[src/rtl/imem_boot_loader_if.sv]
// Byte-stream handshake between a UART/debug byte source and the boot loader.
//   byte_valid_i : source has a byte on byte_i
//   byte_i       : stream byte
//   byte_ready_o : loader accepts the byte this cycle
// Modports: master = byte source, slave = loader.
interface imem_boot_loader_if;
  logic       byte_valid_i;
  logic [7:0] byte_i;
  logic       byte_ready_o;

  modport master (output byte_valid_i, output byte_i, input byte_ready_o);
  modport slave  (input byte_valid_i, input byte_i, output byte_ready_o);
endinterface

[src/rtl/imem_boot_loader.sv]
// Boot-time instruction memory loader. Takes a byte stream (word count N,
// then N little-endian 32-bit words), writes each word to instruction memory
// at consecutive byte addresses from BASE_ADDR, and holds the core in reset
// until the image is in place.
// Optional feature (macro LOADER_CSUM_EN): a trailing 4-byte checksum equal to
// the mod-2^32 sum of all words must match, otherwise the load is aborted.
// Ports:
//   clk, rst     : clock, synchronous active-high reset
//   start_i      : begin a load (honoured in IDLE, DONE, ERR)
//   bs           : byte stream (slave modport)
//   wr_en_o      : one-cycle memory write strobe
//   wr_addr_o    : byte address of the word being written
//   wr_data_o    : word being written
//   cpu_rst_o    : core reset hold
//   done_o       : image loaded successfully
//   err_o        : load aborted
module imem_boot_loader #(
  parameter int unsigned DATA_W     = 32,
  parameter int unsigned ADDR_DEPTH = 4096,
  parameter logic [31:0] BASE_ADDR  = 32'h0000_0000
) (
  input  logic              clk,
  input  logic              rst,
  input  logic              start_i,
  imem_boot_loader_if.slave bs,
  output logic              wr_en_o,
  output logic [DATA_W-1:0] wr_addr_o,
  output logic [DATA_W-1:0] wr_data_o,
  output logic              cpu_rst_o,
  output logic              done_o,
  output logic              err_o
);

  localparam int unsigned CNT_W = $clog2(ADDR_DEPTH + 1);

  typedef enum logic [2:0] {
    IDLE,
    HDR,
    DATA,
`ifdef LOADER_CSUM_EN
    CSUM,
`endif
    DONE,
    ERR
  } state_t;

  state_t            state;
  logic [1:0]        bcnt;
  logic [23:0]       sreg;
  logic [CNT_W-1:0]  n_words;
  logic [CNT_W-1:0]  wcnt;
  logic [DATA_W-1:0] waddr;
  logic              byte_ready;
`ifdef LOADER_CSUM_EN
  logic [DATA_W-1:0] sum;
`endif

  logic              xfer_c;
  logic              load_c;
  logic [DATA_W-1:0] word_c;

  assign bs.byte_ready_o = byte_ready;
  assign xfer_c = bs.byte_valid_i & byte_ready;
  // Completed word when the current byte is the 4th of a group.
  assign word_c = {bs.byte_i, sreg};
  assign load_c = start_i && (state == IDLE || state == DONE || state == ERR);

  // Loader FSM with registered outputs.
  always_ff @(posedge clk) begin
    if (rst) begin
      state      <= IDLE;
      bcnt       <= '0;
      sreg       <= '0;
      n_words    <= '0;
      wcnt       <= '0;
      waddr      <= BASE_ADDR;
      byte_ready <= 1'b0;
      wr_en_o    <= 1'b0;
      wr_addr_o  <= BASE_ADDR;
      wr_data_o  <= '0;
      cpu_rst_o  <= 1'b1;
      done_o     <= 1'b0;
      err_o      <= 1'b0;
`ifdef LOADER_CSUM_EN
      sum        <= '0;
`endif
    end else begin
      wr_en_o <= 1'b0;
      if (load_c) begin
        // Fresh load: core back into reset, counters and address restart.
        state      <= HDR;
        bcnt       <= '0;
        sreg       <= '0;
        wcnt       <= '0;
        waddr      <= BASE_ADDR;
        byte_ready <= 1'b1;
        cpu_rst_o  <= 1'b1;
        done_o     <= 1'b0;
        err_o      <= 1'b0;
`ifdef LOADER_CSUM_EN
        sum        <= '0;
`endif
      end else begin
        case (state)
          HDR: begin
            if (xfer_c) begin
              bcnt <= bcnt + 2'd1;
              sreg <= {bs.byte_i, sreg[23:8]};
              if (bcnt == 2'd3) begin
                n_words <= word_c[CNT_W-1:0];
                if (word_c > DATA_W'(ADDR_DEPTH)) begin
                  state      <= ERR;
                  byte_ready <= 1'b0;
                  err_o      <= 1'b1;
                end else if (word_c == '0) begin
`ifdef LOADER_CSUM_EN
                  state      <= CSUM;
`else
                  state      <= DONE;
                  byte_ready <= 1'b0;
                  done_o     <= 1'b1;
`endif
                end else begin
                  state <= DATA;
                end
              end
            end
          end
          DATA: begin
            if (xfer_c) begin
              bcnt <= bcnt + 2'd1;
              sreg <= {bs.byte_i, sreg[23:8]};
              if (bcnt == 2'd3) begin
                wr_en_o   <= 1'b1;
                wr_data_o <= word_c;
                wr_addr_o <= waddr;
                waddr     <= waddr + DATA_W'(4);
                wcnt      <= wcnt + CNT_W'(1);
`ifdef LOADER_CSUM_EN
                sum       <= sum + word_c;
`endif
                if (wcnt == n_words - CNT_W'(1)) begin
`ifdef LOADER_CSUM_EN
                  state      <= CSUM;
`else
                  state      <= DONE;
                  byte_ready <= 1'b0;
                  done_o     <= 1'b1;
`endif
                end
              end
            end
          end
`ifdef LOADER_CSUM_EN
          CSUM: begin
            if (xfer_c) begin
              bcnt <= bcnt + 2'd1;
              sreg <= {bs.byte_i, sreg[23:8]};
              if (bcnt == 2'd3) begin
                byte_ready <= 1'b0;
                if (word_c == sum) begin
                  state  <= DONE;
                  done_o <= 1'b1;
                end else begin
                  state <= ERR;
                  err_o <= 1'b1;
                end
              end
            end
          end
`endif
          // Release the core one cycle after done_o rises.
          DONE:    cpu_rst_o <= 1'b0;
          ERR:     cpu_rst_o <= 1'b1;
          IDLE:    ;
          default: state <= IDLE;
        endcase
      end
    end
  end

endmodule

[src/flat_wrapper.sv]
// flat-port wrapper written by rule: the top's interface ports become plain ports
module imem_boot_loader_flat 
#(
  parameter int unsigned DATA_W     = 32,
  parameter int unsigned ADDR_DEPTH = 4096,
  parameter logic [31:0] BASE_ADDR  = 32'h0000_0000
)
  (clk, rst, start_i, wr_en_o, wr_addr_o, wr_data_o, cpu_rst_o, done_o, err_o, bs_byte_valid_i, bs_byte_i, bs_byte_ready_o);
  imem_boot_loader_if bs_i ();
  input  logic clk;
  input  logic rst;
  input  logic start_i;
  output logic wr_en_o;
  output logic [DATA_W-1:0] wr_addr_o;
  output logic [DATA_W-1:0] wr_data_o;
  output logic cpu_rst_o;
  output logic done_o;
  output logic err_o;
  input wire logic [$bits(bs_i.byte_valid_i)-1:0] bs_byte_valid_i;
  input wire logic [$bits(bs_i.byte_i)-1:0] bs_byte_i;
  output wire logic [$bits(bs_i.byte_ready_o)-1:0] bs_byte_ready_o;
  assign bs_i.byte_valid_i = bs_byte_valid_i;
  assign bs_i.byte_i = bs_byte_i;
  assign bs_byte_ready_o = bs_i.byte_ready_o;
  imem_boot_loader #(.DATA_W(DATA_W), .ADDR_DEPTH(ADDR_DEPTH), .BASE_ADDR(BASE_ADDR)) u_core (.clk(clk), .rst(rst), .start_i(start_i), .bs(bs_i), .wr_en_o(wr_en_o), .wr_addr_o(wr_addr_o), .wr_data_o(wr_data_o), .cpu_rst_o(cpu_rst_o), .done_o(done_o), .err_o(err_o));
endmodule
[config.mk]
export PLATFORM = sky130hd
export DESIGN_NAME = imem_boot_loader_flat
export DESIGN_NICKNAME = d
export VERILOG_FILES = /design/src/rtl/imem_boot_loader_if.sv /design/src/rtl/imem_boot_loader.sv /design/src/flat_wrapper.sv
export SDC_FILE = /design/constraint.sdc
export NUM_CORES = 1
export LEC_CHECK = 0
export ABC_AREA = 1
export CORE_ASPECT_RATIO = 2
export CORE_MARGIN = 2
export CORE_UTILIZATION = 55
export CTS_CLUSTER_SIZE = 28
export DETAILED_ROUTE_END_ITERATION = 12
export GPL_ROUTABILITY_DRIVEN = 0
export GPL_TIMING_DRIVEN = 0
export PLACE_DENSITY = 0.84
export SYNTH_ARGS = -nofsm -noshare
export SYNTH_HDL_FRONTEND = slang
export SYNTH_SLANG_ARGS = --single-unit
[constraint.sdc]
create_clock -name clk -period 2.3 [get_ports clk]
set_input_delay 0.69 -clock clk [delete_from_list [all_inputs] [get_ports clk]]
set_output_delay 0.69 -clock clk [all_outputs]
set_load 0.01 [all_outputs]
==> impl_metrics.toml <==
[clock_network]
cts-buffers-inserted = 17
cts.sinks = 152
root_buffer = "clkbuf_16"
clkTransAtPathRegs_ns = 0.06
h-tree-depth = 4
clk_latency_ns = 0.43
tritoncts = "done"
cts_buffer_depth = 2

[final_layout]
nets = 993
syn_to_final_growth_pct = 26.2
drive_gt1_share_pct = 7.38
fin_cells = 1134
n_antenna_cell = 0

[sta]
hold_viol = 0
max_slew_margin_pct = 61.7
setup_viol = 0
skew_ns = 0.00887
drv_slew = 0
min_period_ns = 2.15
tns_ns = 0
period_share_pct = 93.7
clock.fmax_ghz = 0.464
worst_pin_slew_ns = 0.575

[grt]
grt_pass1_wl_um = 28500
top_usage_layer = "met2"
grt_max_degree = 17
antenna_found_initial = 0
grt_use_met2_pct = 46.5
use_met3_pct = 6.71
grtUsageTotal_pct = 28.8
use_met1_pct = 37.0
grt_pass1_vias = 6005
grt_overflow = 0

[worst_setup_path]
critPathKind = "reg -> reg"
cpPeakStageDelay_ns = 0.36
path_cells = "ha_1 > nand3_4 > nor2_8 > inv_4 > nor4_4 > nand3b_4 > nor2_4 > nand2_1 > nor2_1 > xor2_1 > nor2_1"
slowest_stage = "dfxtp_1"
cp_max_fo = 10
cpMostUsedCell = "nor2_1"
cp.arrival_ns = 2.47
required_ns = 2.62
r2r_cells = 11
start_kind = "flip-flop"
crit_path_end_kind = "flip-flop"

[synthesis]
syn_inst = 874
syn_avg_cell_area_sq_um = 7.38
synth_top_area_cell = "dfxtp_1"
ys_types = 39
synth-seq-area-share_pct = 47.2
synthTopCellsByArea = "dfxtp_1 (47%), o21ai_0 (8.6%), nor2_1 (8.2%)"
ys_warn_count = 0
synth-seq-cells = 152
synth_area_sq_um = 6450
synth_top_cell_area_share_pct = 47.2

[drt]
drc = 0
avgRoutedWirePerCell_um = 15.4
viasPerCell = 5.52
antenna_left = 0
drt_wl_total_um = 17500
drt_iter0_drc = 586
drtPass1Iterations = 7
route.vias.total = 6262

[floorplan]
start_util_pct = 55.8
dieArea_sq_um = 12700
io_pins = 81
std_cell_rows = 56
die_x_um = 80.6
coreArea_sq_um = 11600
die_h_um = 157

[placed_design]
port_buffers = 78
post-place-cells = 1098
dp_hpwl_um = 11900

[run_status]
outcome = "completed"

[worst_hold_path]
hold_path_class = "reg -> reg"
min_path_cells = 2

[power]
irDropWorstVdd_uv = 731
power_leakage_nw = 3.32
powerDensity_nw_per_um2 = 797
p_total_mw = 6.49

[run]
cap_violations = 0
[critical path, delay by kind of cell (launching register included)]
| kind | cells | cell delay (ns) |
|---|---|---|
| adder cells (fa/ha/maj) | 1 | 0.23 |
| AND/OR/NAND/NOR | 8 | 1.20 |
| XOR/XNOR | 1 | 0.16 |
| flip-flops | 1 | 0.36 |
| buffers and inverters | 1 | 0.10 |
[kinds of logic (layout without fill, tap and decap cells)]
logic type	Yosys count	in the layout	synth area share [%]
other cells	1	2	0.0581
xor+xnor	24	24	3.47
flops	152	152	47.2
simple gates	348	348	24.0
compound gates	211	211	16.4
fa+ha+maj	4	4	0.776
buf+inv	134	248	8.05
[final cells by class]
type	instances	area, sq um
Clock buffer	20	467
Clock inverter	11	195
Fill cell	872	3420
Buffer	36	159
Timing Repair Buffer	83	817
Multi-Input combinational cell	589	2910
Tap cell	145	181
Inverter	98	372
Sequential cell	152	3040
[state kept, by name, summed over array words and instances, names as in the netlist]
| register | cells |
|---|---|
| u_core.sreg | 24 |
| u_core.waddr | 30 |
| u_core.done_o | 1 |
| u_core.bcnt | 2 |
| u_core.state | 3 |
| u_core.wr_en_o | 1 |
| u_core.err_o | 1 |
| u_core.n_words | 13 |
| u_core.cpu_rst_o | 1 |
| u_core.bs.byte_ready_o | 1 |
| u_core.wcnt | 13 |
| u_core.wr_addr_o | 30 |
| u_core.wr_data_o | 32 |
[layer usage]
| metal | part of all wire (%) | vias to the layer above |
|---|---|---|
| met5 | 0 | - |
| met4 | 2.8 | 0 |
| met3 | 7.0 | 48 |
| met2 | 49 | 275 |
| met1 | 41 | 2897 |
| li1 | - | 3042 |
[where the power goes]
part	total, mW	internal, mW	leakage (nW)	switching (mW)
sequential	2.73	2.68	1.22	0.0471
combinational	0.643	0.202	1.78	0.441
clock	3.12	2.01	0.314	1.11
[timing repair]
| item | in CTS | in global routing |
|---|---|---|
| setup buffers | 5 | 0 |
| endpoints found under the setup margin | 65 | 43 |
| hold buffers | 0 | 0 |
| gates resized for setup | 4 | 10 |
| pin swaps | 3 | 0 |
[layout by cell type (no fill, tap or decap), types with 2 or more instances in the layout]
master	count
dfxtp_1	152
nor2_1	139
nand2_1	121
o21ai_0	111
a21oi_1	97
inv_1	91
clkdlybuf4s50_1	77
nand3_1	26
clkbuf_1	22
clkbuf_16	17
nor3_1	16
nand4_1	16
xor2_1	14
xnor2_1	9
nor2_2	7
buf_4	7
bufinv_16	5
inv_2	4
clkbuf_2	4
nand3b_1	4
ha_1	4
buf_2	3
buf_1	3
nor4_1	3
clkbuf_8	3
clkinvlp_4	3
nand3_4	2
or2_0	2
clkinv_2	2
clkbuf_4	2
nor3_2	2
or2_2	2
conb_1	2
clkinv_4	2
[path summary, 6_finish.rpt]
| path | start | endpoint | slack, ns |
|---|---|---|---|
| min reg2reg | u_core.done_o | u_core.done_o | 0.46 |
| max | u_core.bcnt[0] | u_core.waddr[29] | 0.15 |
| max reg2reg | u_core.bcnt[0] | u_core.waddr[29] | 0.15 |
| min | u_core.done_o | u_core.done_o | 0.46 |
[cell usage after synthesis]
cell type / n
buf_2: 5
nor4_4: 1
buf_1: 3
nand3b_4: 1
ha_1: 4
inv_2: 5
nor3b_2: 1
nor4_1: 3
or2_0: 2
or2_1: 1
nor2_1: 141
nor2_2: 5
clkbuf_1: 26
nand4_1: 16
or2_2: 2
o21ai_0: 111
nand3_4: 1
nand2_1: 121
xnor2_1: 9
nor3_2: 2
nand2_2: 1
nor2_4: 1
nand3_1: 26
a31oi_1: 1
a21oi_1: 98
xor2_1: 14
nand3b_1: 4
dfxtp_1: 152
nor3_1: 16
nor2_8: 1
clkinv_1: 1
inv_1: 91
inv_4: 1
o211ai_1: 1
buf_4: 2
nor3b_1: 1
nand3_2: 1
xnor3_1: 1
conb_1: 1
[stage by stage]
step | cell area (sq um) | setup WS (ns) | util [%] | hold WS [ns]
2_1_floorplan | 6450 | 0.233 | - | 0.439
3_3_place_gp | 7420 | -0.726 | 64.2 | 0.437
3_5_place_dp | 7420 | -0.781 | 64.2 | 0.445
4_1_cts | 8130 | 0.0978 | 70.3 | 0.454
5_1_grt | 8140 | -0.00138 | 70.4 | 0.476
6_report | 8140 | 0.145 | 70.4 | 0.458
No activity file was read; power rests on OpenSTA's default activity.
